### src/rtl/lock_supervisor.sv
// Supervisory FSM for the two-key lock: judges enter strobes, times the
// open window, blinks an error indication and enforces a failure lockout.
module lock_supervisor #(
    parameter logic [1:0] CODE          = 2'b11,
    parameter int         OPEN_TICKS    = 16,
    parameter int         ERR_TICKS     = 8,
    parameter int         LOCKOUT_TICKS = 64,
    parameter int         MAX_FAILS     = 3,
    parameter int         BLINK_TICKS   = 2
) (
    input  logic       clk,
    input  logic       rst,
    input  logic       tick,
    input  logic       enter_pulse,
    input  logic       key_a,
    input  logic       key_b,
    output logic       open,
    output logic       error,
    output logic       lockout,
    output logic       led,
    output logic [3:0] fail_cnt
);

    localparam int MAX_OE = (OPEN_TICKS > ERR_TICKS) ? OPEN_TICKS : ERR_TICKS;
    localparam int MAX_T  = (MAX_OE > LOCKOUT_TICKS) ? MAX_OE : LOCKOUT_TICKS;
    localparam int TW     = $clog2(MAX_T + 1);
    localparam int BW     = $clog2(BLINK_TICKS + 1);

    localparam logic [TW-1:0] T_OPEN     = TW'(OPEN_TICKS);
    localparam logic [TW-1:0] T_ERR      = TW'(ERR_TICKS);
    localparam logic [TW-1:0] T_LOCK     = TW'(LOCKOUT_TICKS);
    localparam logic [TW-1:0] T_ONE      = TW'(1);
    localparam logic [BW-1:0] BLINK_LAST = BW'(BLINK_TICKS - 1);
    localparam logic [3:0]    MAXF       = 4'(MAX_FAILS);

    typedef enum logic [1:0] {
        S_IDLE,
        S_OPEN,
        S_ERR,
        S_LOCK
    } state_t;

    state_t        state;
    logic [TW-1:0] timer;
    logic [BW-1:0] blink_cnt;

    // State, timers and all registered outputs advance together
    always_ff @(posedge clk) begin
        if (rst) begin
            state     <= S_IDLE;
            timer     <= '0;
            blink_cnt <= '0;
            open      <= 1'b0;
            error     <= 1'b0;
            lockout   <= 1'b0;
            led       <= 1'b0;
            fail_cnt  <= 4'd0;
        end else begin
            unique case (state)
                S_IDLE: begin
                    if (enter_pulse) begin
                        blink_cnt <= '0;
                        if ({key_a, key_b} == CODE) begin
                            state    <= S_OPEN;
                            open     <= 1'b1;
                            fail_cnt <= 4'd0;
                            timer    <= T_OPEN;
                        end else if (fail_cnt + 4'd1 >= MAXF) begin
                            state    <= S_LOCK;
                            error    <= 1'b1;
                            lockout  <= 1'b1;
                            led      <= 1'b1;
                            fail_cnt <= MAXF;
                            timer    <= T_LOCK;
                        end else begin
                            state    <= S_ERR;
                            error    <= 1'b1;
                            led      <= 1'b1;
                            fail_cnt <= fail_cnt + 4'd1;
                            timer    <= T_ERR;
                        end
                    end
                end
                S_OPEN: begin
                    if (tick) begin
                        if (timer == T_ONE) begin
                            state <= S_IDLE;
                            open  <= 1'b0;
                            timer <= '0;
                        end else begin
                            timer <= timer - T_ONE;
                        end
                    end
                end
                S_ERR, S_LOCK: begin
                    if (tick) begin
                        if (timer == T_ONE) begin
                            // lockout expiry forgives the failure history
                            if (state == S_LOCK) fail_cnt <= 4'd0;
                            state     <= S_IDLE;
                            error     <= 1'b0;
                            lockout   <= 1'b0;
                            led       <= 1'b0;
                            timer     <= '0;
                            blink_cnt <= '0;
                        end else begin
                            timer <= timer - T_ONE;
                            if (blink_cnt == BLINK_LAST) begin
                                blink_cnt <= '0;
                                led       <= ~led;
                            end else begin
                                blink_cnt <= blink_cnt + BW'(1);
                            end
                        end
                    end
                end
                default: state <= S_IDLE;
            endcase
        end
    end

endmodule

### config.mk
export PLATFORM = sky130hd
export DESIGN_NAME = lock_supervisor
export DESIGN_NICKNAME = d
export VERILOG_FILES = /design/src/rtl/lock_supervisor.sv
export SDC_FILE = /design/constraint.sdc
export NUM_CORES = 1
export LEC_CHECK = 0
export ABC_AREA = 1
export BUFFER_PORTS_ARGS = -buffer_cell sky130_fd_sc_hd__buf_2
export CAP_MARGIN = 20
export CORE_ASPECT_RATIO = 0.75
export CORE_UTILIZATION = 50
export DETAILED_ROUTE_END_ITERATION = 7
export GPL_ROUTABILITY_DRIVEN = 0
export MAX_ROUTING_LAYER = met4
export PLACE_DENSITY = 0.66
export SKIP_CTS_REPAIR_TIMING = 1
export SLEW_MARGIN = 25
export SYNTH_ARGS = -nofsm -noshare
export SYNTH_HDL_FRONTEND = slang
export SYNTH_SLANG_ARGS = --single-unit
### constraint.sdc
create_clock -name clk -period 1.7 [get_ports clk]
set_input_delay 0.34 -clock clk [delete_from_list [all_inputs] [get_ports clk]]
set_output_delay 0.34 -clock clk [all_outputs]
set_load 0.01 [all_outputs]
==> impl_metrics.json <==
{
  "outcome": "complete, no violations",
  "groute.layer.met3.usage": 0.0511,
  "synth.avg_cell_area_um2": 7.75,
  "cp_num_buf_inv": 2,
  "instances_no_fill": 216,
  "ioPinCount": 14,
  "finalClockSkew_ps": 3.99,
  "worst_slew_pin_slew_ps": 347,
  "worstSetupEndpointType": "flop",
  "floorplan.core_area_um2": 2350,
  "post-route-period-util": 0.931,
  "synth_cell_types": 32,
  "place_hpwl_mm": 2.02,
  "insertedDiodeCount": 0,
  "drtIter0Drc": 54,
  "slew_headroom": 0.768,
  "timing.critical_path.cells": "inv_1, ha_1, nor2_8, nor2_4, inv_1, nand2_1, nor3_2, o21ai_1, a21oi_2",
  "postRouteAntennaNets": 0,
  "finalWirelength_mm": 2.49,
  "postSynth.asyncResetShare": 0,
  "max_capacitance_violation_total": 0,
  "power_density_nw_per_um2": 1700,
  "finalCriticalPeriod_ps": 1580,
  "dieHeight_um": 45.7,
  "cts_max_path_buffers": 2,
  "hold_ws_ps": 346,
  "clkSlewWorstSetupHoldPaths_ps": 110,
  "timing.critical_path.arrival_ps": 1820,
  "layout_commonest_cell": "sky130_fd_sc_hd__nand2_1",
  "via_count": 1068,
  "final-setup-viol-count": 0,
  "finalCoreUtilization": 0.606,
  "globalRoute.totalOverflow": 0,
  "report.power.total_mw": 2.42,
  "report.final.slew_viol_count": 0,
  "htreeDepth": 1,
  "buffers_on_ports": 13,
  "preCtsSetupSlack_ps": 77.9,
  "die_x_um": 60.2,
  "post_drt_wl_per_cell_um": 11.5,
  "grt.met2_usage": 0.323,
  "timing.final.ws_setup_ps": 117,
  "area_after_detailed_placement_um2": 1390,
  "gr-usage-all-layers": 0.225,
  "detail_route.first_pass.iterations": 4,
  "first_global_vias": 955,
  "power.share.sequential": 0.294,
  "synth.cell_area_um2": 1270,
  "fin_area_um2": 1420,
  "timing.hold.worst.class": "in2reg",
  "place_inst": 212,
  "synth.yosys.warnings": 0,
  "finalHoldViolCount": 0,
  "globalRoute.busiestLayer": "met1",
  "cts_tree": "built",
  "die_area_um2": 2750,
  "critPathRequiredTime_ps": 1940,
  "synth_sequential_area_ratio": 0.299,
  "totalNegativeSetupSlack_ps": 0,
  "initial_utilization": 0.542,
  "timing.setup.critical_path_class": "reg2reg",
  "grt_antenna_before_repair": 0,
  "cts_sinks": 19,
  "critPathMaxStageDelay_ps": 360,
  "leakage_nw": 0.669,
  "cpLargestDelayFamily": "simple AND/OR/NAND/NOR gates",
  "cts_root_buffer": "sky130_fd_sc_hd__clkbuf_4",
  "detail_route.drc_violations": 0,
  "layout.cells.most_common_list": "sky130_fd_sc_hd__nand2_1, sky130_fd_sc_hd__inv_1, sky130_fd_sc_hd__nor2_1",
  "timing.critical_path.from_type": "flop",
  "grt_start_max_net_pins": 11,
  "critical_path.slowest_cell": "sky130_fd_sc_hd__dfxtp_2",
  "dominantRegCellSynth": "sky130_fd_sc_hd__dfxtp_1",
  "p_comb_frac": 0.608,
  "timing.critical_path.mode_cell": "sky130_fd_sc_hd__inv_1",
  "post_route_cells_drive_above_1_share": 0.275,
  "share_clk_of_total_power": 0.098,
  "irDropWorstVdd_mv": 0.897,
  "layout-area-overhead-vs-synth_pct": 11.8,
  "tritoncts.num_buffers": 3,
  "ys_ff_latch": 19,
  "fp-row-count": 15,
  "p_int_mw": 1.23,
  "global_route_wire_length_before_repair_mm": 4.43,
  "clock_latency_ps": 300,
  "synthCells": 164,
  "switchingPower_mw": 1.19,
  "worst-path-max-fanout": 7,
  "global_route.usage.met1": 0.326,
  "timing_limited_maximum_frequency_mhz": 632,
  "via_per_inst": 4.94,
  "synth_net_count": 179,
  "num-nets-final": 198,
  "setup_repair_after_global_routing_missed_its_margin": "false",
  "sw_frac_of_total": 0.491,
  "number_of_flops_mapped_to_enable_cells_by_yosys": 0
}
[cell families after synthesis]
kind of cell    count (synthesis)  synth area share
compound gates                 30             0.156
flops                          19             0.299
fa+ha+maj                       9            0.0886
buf+inv                        28            0.0837
simple gates                   76             0.359
xor+xnor                        2            0.0138
[power by group through the flow]
stage / sequential, mW / clock (mW) / combinational [mW]
4_1_cts: 0.702 / 0.249 / 1.47
5_1_grt: 0.731 / 0.261 / 1.66
3_3_place_gp: 0.707 / 0 / 1.45
2_1_floorplan: 0.708 / 0 / 1.18
3_5_place_dp: 0.712 / 0 / 1.47
6_report: 0.710 / 0.237 / 1.47
[state kept, by name, indices dropped and copies added, names as in the netlist]
signal	cells
open	1
state	2
fail_cnt	4
error	1
blink_cnt	2
timer	7
lockout	1
led	1
[path summary, 6_finish.rpt]
path / start / endpoint / slack (ps) / depth (start not counted)
setup reg to reg: state[0] / fail_cnt[0] / 120 / 9
setup / recovery: state[0] / fail_cnt[0] / 120 / 9
hold / removal: rst / fail_cnt[0] / 350 / 2
hold reg to reg: blink_cnt[1] / blink_cnt[1] / 450 / 2
[routing by layer]
layer  wire, um  vias to the layer above
met1       1390                      476
met3        104                        2
met5          0                        -
met2        980                       17
met4         13                        0
li1           -                      573
[cells in the mapped netlist (2+ instances only)]
library cell	n	area, um2
sky130_fd_sc_hd__nor2_1	19	71.3
sky130_fd_sc_hd__a21oi_2	3	26.3
sky130_fd_sc_hd__o21ai_0	8	40.0
sky130_fd_sc_hd__inv_1	23	86.3
sky130_fd_sc_hd__dfxtp_1	19	380
sky130_fd_sc_hd__nor2_4	5	56.3
sky130_fd_sc_hd__nor2_8	3	60.1
sky130_fd_sc_hd__nand2_1	23	86.3
sky130_fd_sc_hd__a21oi_1	8	40.0
sky130_fd_sc_hd__nand3_1	7	35.0
sky130_fd_sc_hd__xor2_1	2	17.5
sky130_fd_sc_hd__inv_2	4	15.0
sky130_fd_sc_hd__o21ai_4	2	32.5
sky130_fd_sc_hd__ha_1	9	113
sky130_fd_sc_hd__o22ai_1	2	12.5
sky130_fd_sc_hd__nor3_1	3	15.0
sky130_fd_sc_hd__nor2_2	3	18.8
sky130_fd_sc_hd__o21ai_1	3	15.0
sky130_fd_sc_hd__nand4_1	5	31.3
[area by class of cell]
class,count,area (um2)
sequential,19,384
timing repair buffer,15,80.1
inverter,27,101
fill,220,925
tap,34,42.5
multi-input combinational,117,787
clock buffer,4,26.3
Note: power is estimated with default switching activity, not from simulation.
